--- config.mk ---
export PLATFORM = sky130hd
export DESIGN_NAME = irq_pending_ctrl
export DESIGN_NICKNAME = d
export VERILOG_FILES = /design/src/rtl/irq_pending_ctrl.sv
export SDC_FILE = /design/constraint.sdc
export NUM_CORES = 1
export LEC_CHECK = 0
export ABC_CLOCK_PERIOD_IN_PS = 3700
export CAP_MARGIN = 20
export CELL_PAD_IN_SITES_DETAIL_PLACEMENT = 1
export CELL_PAD_IN_SITES_GLOBAL_PLACEMENT = 1
export CORE_UTILIZATION = 29
export CTS_CLUSTER_DIAMETER = 30
export DETAILED_ROUTE_END_ITERATION = 6
export PLACE_DENSITY_LB_ADDON = 0.12
export RECOVER_POWER = 50
export SYNTH_ARGS = -nofsm -noshare
export SYNTH_HDL_FRONTEND = slang
export SYNTH_SLANG_ARGS = --single-unit
--- constraint.sdc ---
create_clock -name clk -period 3.7 [get_ports clk]
set_input_delay 0.555 -clock clk [delete_from_list [all_inputs] [get_ports clk]]
set_output_delay 0.555 -clock clk [all_outputs]
set_load 0.01 [all_outputs]
--- src/rtl/irq_pending_ctrl.sv ---
// Interrupt pending controller: synchronised sources, edge/level and polarity
// per line, enable mask, lowest-index request and claim/complete handshake.
module irq_pending_ctrl #(
  parameter int NUM_IRQ     = 8,
  parameter int SYNC_STAGES = 2,
  parameter int ID_W        = (NUM_IRQ > 1) ? $clog2(NUM_IRQ) : 1
) (
  input  logic               clk,
  input  logic               rst,
  input  logic [NUM_IRQ-1:0] irq_sources,
  input  logic [NUM_IRQ-1:0] irq_edge,
  input  logic [NUM_IRQ-1:0] irq_pol,
  input  logic [NUM_IRQ-1:0] irq_enable,
  input  logic [NUM_IRQ-1:0] irq_clear,
  input  logic [NUM_IRQ-1:0] irq_set,
  input  logic               claim_req,
  input  logic               complete_req,
  input  logic [ID_W-1:0]    complete_id,
  output logic               irq_valid,
  output logic [ID_W-1:0]    irq_id,
  output logic [NUM_IRQ-1:0] irq_pending,
  output logic [NUM_IRQ-1:0] irq_active,
  output logic [NUM_IRQ-1:0] irq_overflow
);

  logic [NUM_IRQ-1:0] sync_q [SYNC_STAGES];
  logic [NUM_IRQ-1:0] s;
  logic [NUM_IRQ-1:0] prev;
  logic [NUM_IRQ-1:0] claim_hit;
  logic [NUM_IRQ-1:0] cmp_hit;
  logic [NUM_IRQ-1:0] evt;
  logic [NUM_IRQ-1:0] pend_n;
  logic [NUM_IRQ-1:0] act_n;
  logic [NUM_IRQ-1:0] ovf_n;
  logic [NUM_IRQ-1:0] elig;
  logic [ID_W-1:0]    id_n;

  always_ff @(posedge clk or posedge rst) begin
    if (rst) begin
      for (int k = 0; k < SYNC_STAGES; k++) begin
        sync_q[k] <= '0;
      end
    end else begin
      sync_q[0] <= irq_sources;
      for (int k = 1; k < SYNC_STAGES; k++) begin
        sync_q[k] <= sync_q[k-1];
      end
    end
  end

  assign s = sync_q[SYNC_STAGES-1] ~^ irq_pol;

  always_comb begin
    claim_hit = '0;
    cmp_hit   = '0;
    evt       = '0;
    pend_n    = irq_pending;
    act_n     = irq_active;
    ovf_n     = irq_overflow;
    for (int i = 0; i < NUM_IRQ; i++) begin
      claim_hit[i] = claim_req & irq_valid & (irq_id == ID_W'(i));
      cmp_hit[i]   = complete_req & (complete_id == ID_W'(i));
      // a level source being claimed is already in service this cycle
      evt[i] = irq_edge[i] ? (s[i] & ~prev[i])
                           : (s[i] & ~(irq_active[i] | claim_hit[i]));
      if (irq_clear[i]) begin
        pend_n[i] = 1'b0;
        ovf_n[i]  = 1'b0;
      end else begin
        if (evt[i] | irq_set[i]) begin
          pend_n[i] = 1'b1;
        end else if (claim_hit[i]) begin
          pend_n[i] = 1'b0;
        end
        if (irq_edge[i] & evt[i] & irq_pending[i] & ~claim_hit[i]) begin
          ovf_n[i] = 1'b1;
        end
      end
      act_n[i] = (irq_active[i] & ~cmp_hit[i]) | claim_hit[i];
    end
  end

  assign elig = irq_pending & irq_enable & ~irq_active & ~claim_hit;

  always_comb begin
    id_n = '0;
    for (int i = NUM_IRQ - 1; i >= 0; i--) begin
      if (elig[i]) begin
        id_n = ID_W'(i);
      end
    end
  end

  always_ff @(posedge clk or posedge rst) begin
    if (rst) begin
      prev         <= '0;
      irq_pending  <= '0;
      irq_active   <= '0;
      irq_overflow <= '0;
      irq_valid    <= 1'b0;
      irq_id       <= '0;
    end else begin
      prev         <= s;
      irq_pending  <= pend_n;
      irq_active   <= act_n;
      irq_overflow <= ovf_n;
      irq_valid    <= |elig;
      irq_id       <= id_n;
    end
  end

endmodule

==> results.json, run 1 <==
{
  "syn2layout_area_growth_pct": 49.3,
  "post_cts_resized": 0,
  "clock_sinks": 52,
  "fin_crit_sh_pct": 52.3,
  "crit_family": "buffers and inverters",
  "grt_start_max_net_pins": 31,
  "endpoint_kind": "output port",
  "routed_wirelength_mm": 5.33,
  "ys.flop_type": "dfrtp_1",
  "grt_pass1_vias": 1817,
  "synth_top_area_share_pct": 61.6,
  "root_buffer": "clkbuf_8",
  "io_pins": 83,
  "cts_setup_buffers": 0,
  "peakVddDrop_v": 0.000185,
  "critPathLaunchType": "flop",
  "synth.cell_area_um2": 2110,
  "wire_per_inst_um": 14.2,
  "io_buffer_count": 82,
  "insertion_delay_ns": 0.31,
  "outcome": "complete, no violations",
  "fmax_mhz": 517,
  "crit_chain": "clkdlybuf4s50_1",
  "row_count": 30,
  "routed_via_density": 4.64,
  "crit_type": "reg2out",
  "p_leak_uw": 0.00134,
  "die_area_um2": 7630,
  "htree_levels": 2,
  "fin_crit_ns": 1.94,
  "hpwl_mm": 4.17,
  "fin_hold_ws_ns": 0.351,
  "syn_avg_cell_area_um2": 11.1,
  "track_usage_pct": 15.3,
  "setup_viol": 0,
  "critPathMaxStageDelay_ns": 0.59,
  "syn_nets": 245,
  "synth_edf_count": 0,
  "drt_iter0_drc": 18,
  "ys_warn_count": 0,
  "drv_slew": 0,
  "cts_tree": "yes",
  "powerDensity_nw_per_um2": 514,
  "drtPass1Iterations": 4,
  "core_area_um2": 6910,
  "max_slew_margin_pct": 39.0,
  "hold_violations": 0,
  "die_x_um": 87.4,
  "grt_pass1_wl_mm": 8.81,
  "synthMostInstantiatedCell": "dfrtp_1",
  "antenna_found_initial": 0,
  "yosysSeqAreaShare_pct": 61.6,
  "dr_total_vias": 1745,
  "grt_overflow_total": 0,
  "nets": 334,
  "worstPathMaxFanout": 6,
  "die_h_um": 87.4,
  "path_buf_inv": 1,
  "fin_tns_setup_ns": 0,
  "cts.clk_slew.worst_paths_ns": 0.09,
  "rsz0062_at_grt": "no",
  "max-clock-path-buffers": 2,
  "synth-seq-cells": 52,
  "ys_async_sr_fraction_pct": 100,
  "ys_top_cells_by_count": "dfrtp_1 (52), nand2_1 (22), nor2_1 (19)",
  "worst_pin_slew_ns": 0.914,
  "yosysUniqueCellTypes": 34,
  "initial_core_util_pct": 30.6,
  "antenna_cells": 0,
  "arrival_ns": 1.38,
  "gp_congestion": 0.763,
  "hp-class": "reg2reg",
  "synth_area_leaders": "dfrtp_1 (62%), nand2_1 (3.9%), nor2_1 (3.4%), o21ai_0 (3.1%), xor2_1 (2.9%)",
  "drive_gt1_share_pct": 7.14,
  "yosysTopAreaCell": "dfrtp_1",
  "ctsHoldBuffers": 0,
  "detail-route-antenna-nets": 0,
  "numCtsBuffers": 5,
  "skew_ns": 0.00620,
  "worstPathRequired_ns": 3.14,
  "cap_violations": 0,
  "cp_slowest_cell": "clkdlybuf4s50_1",
  "syn_inst": 190,
  "drc": 0
}
-- per-stage QoR --
step	power, µW	worst slack (ns)	cell area (µm²)	utilization (%)	cells
final	1620	1.76	3160	45.7	376
after global routing	1730	1.70	3160	45.7	376
after CTS	1650	1.74	3160	45.7	376
after detailed placement	1300	1.49	3060	44.3	368
after global placement	1290	1.55	3040	44.1	367
after floorplan	1010	1.89	2110	-	190
-- final timing paths --
check,startpoint,end,slack [ns],cells after the start
worst max register to register,irq_id[0],irq_valid,2.06,5
worst max-delay path,irq_id[0],irq_id[0],1.76,1
max in group asynchronous,rst,sync_q[14],2.15,3
worst min register to register,sync_q[8],sync_q[0],0.35,0
worst min-delay path,sync_q[8],sync_q[0],0.35,0
min in group asynchronous,rst,sync_q[10],0.89,2
-- final cells by class --
cell class / instances / area, µm²
Timing Repair Buffer: 83 / 841
Clock buffer: 6 / 82.6
Multi-Input combinational cell: 127 / 763
Inverter: 10 / 37.5
Tap cell: 96 / 120
Fill cell: 783 / 3750
Clock inverter: 2 / 10.0
Sequential cell: 52 / 1300
-- cells by family (layout without fill, tap and decap cells) --
| family | count (synthesis) | in the layout | share of synthesized area, % |
|---|---|---|---|
| and+or+nand+nor | 72 | 72 | 18.5 |
| xor gates and xnor gates | 8 | 8 | 3.32 |
| AOI/OAI and AO/OA | 47 | 47 | 14.3 |
| buffers and inverters | 11 | 101 | 2.31 |
| DFF | 52 | 52 | 61.6 |
-- where the power goes --
| group | internal (µW) | switching (µW) |
|---|---|---|
| clock | 150 | 191 |
| sequential | 662 | 104 |
| combinational | 288 | 228 |
| total | 1100 | 523 |
-- sequential cells by signal (all words and copies together), names as in the netlist --
name / count
irq_valid: 1
irq_overflow: 8
irq_active: 8
sync_q: 16
prev: 8
irq_pending: 8
irq_id: 3
-- cells in the final DEF (no fill, tap or decap), types with 3 or more instances in the layout --
| master | instances |
|---|---|
| nand2b_1 | 5 |
| o21ai_0 | 13 |
| inv_1 | 10 |
| a31oi_1 | 8 |
| clkdlybuf4s50_1 | 65 |
| a211oi_1 | 5 |
| clkbuf_8 | 6 |
| nor2_1 | 19 |
| xor2_1 | 7 |
| nand4b_1 | 3 |
| nand2_1 | 22 |
| dfrtp_1 | 52 |
| a21oi_1 | 11 |
| a211oi_2 | 3 |
| dlygate4sd3_1 | 17 |
| nor3b_1 | 7 |
| nor3_1 | 4 |
-- metal layers --
layer	track usage, %	share of wire (%)	vias up
met2	25.1	47	51
met1	19.3	44	853
met4	5.81	1.5	0
met5	0	0	-
met3	4.36	6.6	7
li1	-	-	834
(Power assumes the default switching activity.)
==> inputs of run 2 (changes only) <==
ABC_CLOCK_PERIOD_IN_PS = 2000   (was 3700)
clock period = 2 ns   (was 3.7 ns; I/O delays follow)
==> run 2 against run 1 <==
Flip-flop and latch count unchanged; setup slack worse by 1.4 ns; largest power group unchanged; wire length down 3.6%; combinational power up 83%.
==> results.json, run 2 (synthesis gave the netlist of run 1 again) <==
{
  "hp-class": "reg2reg",
  "grt_pass1_wl_mm": 8.32,
  "clock_sinks": 52,
  "dr_total_vias": 1757,
  "endpoint_kind": "output port",
  "cp_slowest_cell": "clkdlybuf4s50_1",
  "grt_overflow_total": 0,
  "crit_chain": "clkdlybuf4s50_1",
  "clkPwrFrac_pct": 19.3,
  "setup_viol": 0,
  "critPathMaxStageDelay_ns": 0.59,
  "arrival_ns": 1.37,
  "worstRegToRegCells": 5,
  "grt_start_max_net_pins": 31,
  "drive_gt1_share_pct": 6.43,
  "drc": 0,
  "final_core_util_pct": 45.3,
  "routed_via_density": 4.67,
  "drv_slew": 0,
  "ctsHoldBuffers": 0,
  "max_slew_margin_pct": 51.8,
  "core_area_um2": 6910,
  "cap_violations": 0,
  "cts_tree": "yes",
  "rr_startpoint": "irq_id[0]",
  "skew_ns": 0.00239,
  "die_h_um": 87.4,
  "max-clock-path-buffers": 2,
  "track_usage_pct": 14.4,
  "insertion_delay_ns": 0.30,
  "numCtsBuffers": 5,
  "post_cts_resized": 0,
  "drt-met1-wl_mm": 2.28,
  "p_seq_share_pct": 48.4,
  "nets": 335,
  "fin_tns_setup_ns": 0,
  "antenna_cells": 0,
  "cts_setup_buffers": 0,
  "die_x_um": 87.4,
  "drt_iter0_drc": 75,
  "placed_cell_area_um2": 3070,
  "wl_met3_um": 308,
  "crit_family": "buffers and inverters",
  "syn2layout_area_growth_pct": 48.1,
  "initial_core_util_pct": 30.6,
  "fin_crit_ns": 1.67,
  "hpwl_mm": 4.07,
  "detail-route-antenna-nets": 0,
  "io_buffer_count": 82,
  "p_sw_share_pct": 31.8,
  "wire_per_inst_um": 13.7,
  "power_frac_comb_pct": 32.3,
  "p_switching_uw": 933,
  "worst_pin_slew_ns": 0.723,
  "outcome": "complete, no violations",
  "largest_register_ffs": 16,
  "intPower_uw": 2000,
  "fin_crit_sh_pct": 83.7,
  "rsz0062_at_grt": "no",
  "hold_violations": 0,
  "root_buffer": "clkbuf_8",
  "critPathLaunchType": "flop",
  "top_register": "sync_q",
  "drtPass1Iterations": 4,
  "routed_wirelength_mm": 5.14,
  "grt_pass1_vias": 1833,
  "gp_congestion": 0.778,
  "path_buf_inv": 1,
  "worstPathRequired_ns": 1.70,
  "worstPathMaxFanout": 6,
  "die_area_um2": 7630,
  "wl_met2_mm": 2.46,
  "min_path_cells": 0,
  "design_area_um2": 3130,
  "path_depth": 1,
  "p_leak_uw": 0.00132,
  "io_pins": 83,
  "layout_commonest_cell": "clkdlybuf4s50_1",
  "antenna_found_initial": 0,
  "routed.top_layer": "met4",
  "fillers": 789,
  "fmax_mhz": 597,
  "hold_start": "sync_q[9]",
  "cts.clk_slew.worst_paths_ns": 0.09,
  "crit_type": "reg2out",
  "htree_levels": 2,
  "row_count": 30,
  "peakVddDrop_v": 0.000375,
  "layout_common_cells": "clkdlybuf4s50_1 (73), dfrtp_1 (52), nand2_1 (22)",
  "critPathLaunch": "irq_id[1]",
  "powerDensity_nw_per_um2": 937
}
-- run 2: power by group through the flow --
stage,Clock [µW],Combinational (µW),Sequential (µW)
after floorplan,0,411,1450
after global placement,0,951,1440
after detailed placement,0,968,1450
after CTS,592,972,1420
after global routing,635,1040,1450
final,566,948,1420
-- run 2: per-stage QoR --
step,instances,setup slack (ns),power (µW),hold slack (ns)
detailed placement,369,0.0686,2410,0.336
global route,376,0.238,3130,0.363
global placement,369,0.105,2390,0.332
finish,376,0.326,2930,0.352
CTS,376,0.310,2990,0.246
floorplan,190,0.442,1860,0.331
-- run 2: cell type report --
type / instances / area (µm²) / share of cell area, %
Clock inverter: 1 / 5.00 / 0.160
Multi-Input combinational cell: 127 / 763 / 24.4
Inverter: 10 / 37.5 / 1.20
Sequential cell: 52 / 1300 / 41.6
Tap cell: 96 / 120 / 3.84
Clock buffer: 6 / 72.6 / 2.32
Timing Repair Buffer: 84 / 830 / 26.5
-- run 2: metal layers --
layer / global-route usage [%] / up-vias
met4: 5.96 / 0
met5: 0 / -
met1: 18.6 / 856
met3: 3.70 / 9
li1: - / 840
met2: 23.0 / 52
-- run 2: worst paths after layout --
kind                                   end  slack [ns]
worst max-delay path             irq_id[1]        0.33
worst min-delay path             sync_q[1]        0.35
worst max register to register   irq_valid        0.43
worst min register to register   sync_q[1]        0.35
max in group asynchronous          prev[5]        0.54
min in group asynchronous       sync_q[10]        0.42
==> inputs of run 3 (changes only) <==
ABC_CLOCK_PERIOD_IN_PS = 1500   (was 2000)
clock period = 1.5 ns   (was 2 ns; I/O delays follow)
==> run 3 against run 2 <==
The flow now finishes with violations (setup timing); clock skew up 0.0046 ns; hold slack improved by 0.0025 ns; cell area rose by 8.8%; wire length grew 9.1%; count of clock-buffer cells in the layout stayed put; via count grew 4.7%; combinational power up 81%; final cell count up 8.0%; clock power rose by 41%; utilization is 4.0 points higher; non-clock buffer count up 29.
==> results.json, run 3 (synthesis gave the netlist of run 1 again) <==
{
  "die_h_um": 87.4,
  "drv_slew": 0,
  "rsz0062_at_grt": "yes",
  "core_area_um2": 6910,
  "hp-class": "reg2reg",
  "die_x_um": 87.4,
  "grt_pass1_vias": 1925,
  "critPathLaunchType": "flop",
  "syn2layout_area_growth_pct": 61.0,
  "worstPathMaxFanout": 4,
  "p_seq_share_pct": 41.9,
  "powerDensity_nw_per_um2": 1280,
  "routed_wirelength_mm": 5.61,
  "p_leak_uw": 0.00161,
  "outcome": "finished with violations",
  "intPower_uw": 2990,
  "crit_type": "reg2reg",
  "p_total_uw": 4340,
  "row_count": 30,
  "p_switching_uw": 1350,
  "drt_iter0_drc": 38,
  "power_frac_comb_pct": 39.7,
  "endpoint_kind": "flop",
  "root_buffer": "clkbuf_8",
  "fin_crit_sh_pct": 101,
  "grt_start_max_net_pins": 53,
  "io_pins": 83,
  "grt_overflow_total": 0,
  "worst_pin_slew_ns": 0.709,
  "worstPathRequired_ns": 1.74,
  "track_usage_pct": 15.8,
  "routed_via_density": 4.53,
  "setup_viol": 2,
  "hold_violations": 0,
  "cap_violations": 0,
  "p_sw_share_pct": 31.2,
  "fmax_mhz": 662,
  "max_slew_margin_pct": 52.7,
  "insertion_delay_ns": 0.30,
  "hpwl_mm": 4.17,
  "die_area_um2": 7630,
  "max-clock-path-buffers": 2,
  "drtPass1Iterations": 4,
  "initial_core_util_pct": 30.6,
  "violations": "setup timing",
  "skew_ns": 0.00695,
  "arrival_ns": 1.75,
  "fin_tns_setup_ns": -0.0112,
  "antenna_found_initial": 0,
  "io_buffer_count": 82,
  "cts_tree": "yes",
  "grt_pass1_wl_mm": 9.29,
  "layout_common_cells": "clkdlybuf4s50_1 (59), dfrtp_1 (51), buf_4 (30)",
  "detail-route-antenna-nets": 0,
  "fillers": 792,
  "drive_gt1_share_pct": 17.1,
  "dr_total_vias": 1839,
  "nets": 364,
  "cts.clk_slew.worst_paths_ns": 0.09,
  "fin_crit_ns": 1.51,
  "gp_congestion": 0.736,
  "htree_levels": 2,
  "clkPwrFrac_pct": 18.4,
  "layout_commonest_cell": "clkdlybuf4s50_1",
  "numCtsBuffers": 5,
  "top_register": "sync_q",
  "antenna_cells": 0,
  "clock_sinks": 52,
  "fin_ws_ns": -0.0110,
  "wire_per_inst_um": 13.8,
  "peakVddDrop_v": 0.000518,
  "largest_register_ffs": 16,
  "drc": 0
}
run 3: cell types whose count changed in the layout (fill, tap and decap cells not counted), moves of 2 or more:
cell | before | now
clkdlybuf4s50_1 | 73 | 59
buf_4 | 0 | 30
dlymetal6s2s_1 | 0 | 10
clkbuf_1 | 2 | 0
dlygate4sd2_1 | 0 | 4
run 3: layout make-up:
cell class,count,area (µm²),share of cell area (%)
Tap cell,96,120,3.53
Sequential cell,52,1300,38.3
Clock inverter,2,10.0,0.294
Multi-Input combinational cell,127,777,22.8
Inverter,10,37.5,1.10
Timing Repair Buffer,113,1070,31.5
Clock buffer,6,82.6,2.43
run 3: worst paths after layout:
| check | end | cells past startpoint | start | slack, ns |
|---|---|---|---|---|
| worst max register to register | irq_id[0] | 6 | irq_id[2] | -0.01 |
| max in group asynchronous | irq_active[4] | 3 | rst | 0.41 |
| worst min-delay path | sync_q[5] | 0 | sync_q[13] | 0.35 |
| worst min register to register | sync_q[5] | 0 | sync_q[13] | 0.35 |
| worst max-delay path | irq_id[0] | 6 | irq_id[2] | -0.01 |
| min in group asynchronous | irq_overflow[2] | 3 | rst | 0.58 |
run 3: power by group through the flow:
stage	Clock (µW)	Sequential (µW)	Combinational, µW
detailed placement	0	1910	1490
finish	799	1820	1720
global placement	0	1910	1460
CTS	845	1830	1750
floorplan	0	1930	549
global route	897	1850	1890
run 3: worst max-delay path: stages, from the launching register on:
cell and delay, ns:
dfrtp_1 0.41, nand3b_1 0.22, or3_4 0.36, nand4b_1 0.13, buf_4 0.14, and2b_2 0.13
a31o_1 0.08
run 3: routing by layer:
layer | track usage, % | vias to the layer above | routed length [µm] | part of all wire [%]
met5 | 0 | - | 0 | 0
met4 | 3.87 | 0 | 68 | 1.2
met3 | 3.89 | 7 | 362 | 6.5
met2 | 25.2 | 60 | 2600 | 46
met1 | 21.6 | 873 | 2580 | 46
li1 | - | 899 | - | -
run 3: stage by stage:
step	util [%]	hold slack [ns]	std cells	area [µm²]	setup WS [ns]
after floorplan	-	0.256	190	2110	0.00804
after global placement	46.0	0.333	383	3180	-0.268
after detailed placement	46.0	0.336	383	3180	-0.303
after CTS	48.8	0.286	403	3370	-0.0164
after global routing	49.3	0.365	406	3400	-0.0775
final	49.3	0.355	406	3400	-0.0110
run 3: repair_timing:
item / CTS / global route
hold buffers: 0 / 0
endpoints found under the setup margin: 17 / 16
setup buffers: 12 / 3
pin swaps: 4 / 1
gates resized for setup: 8 / 10
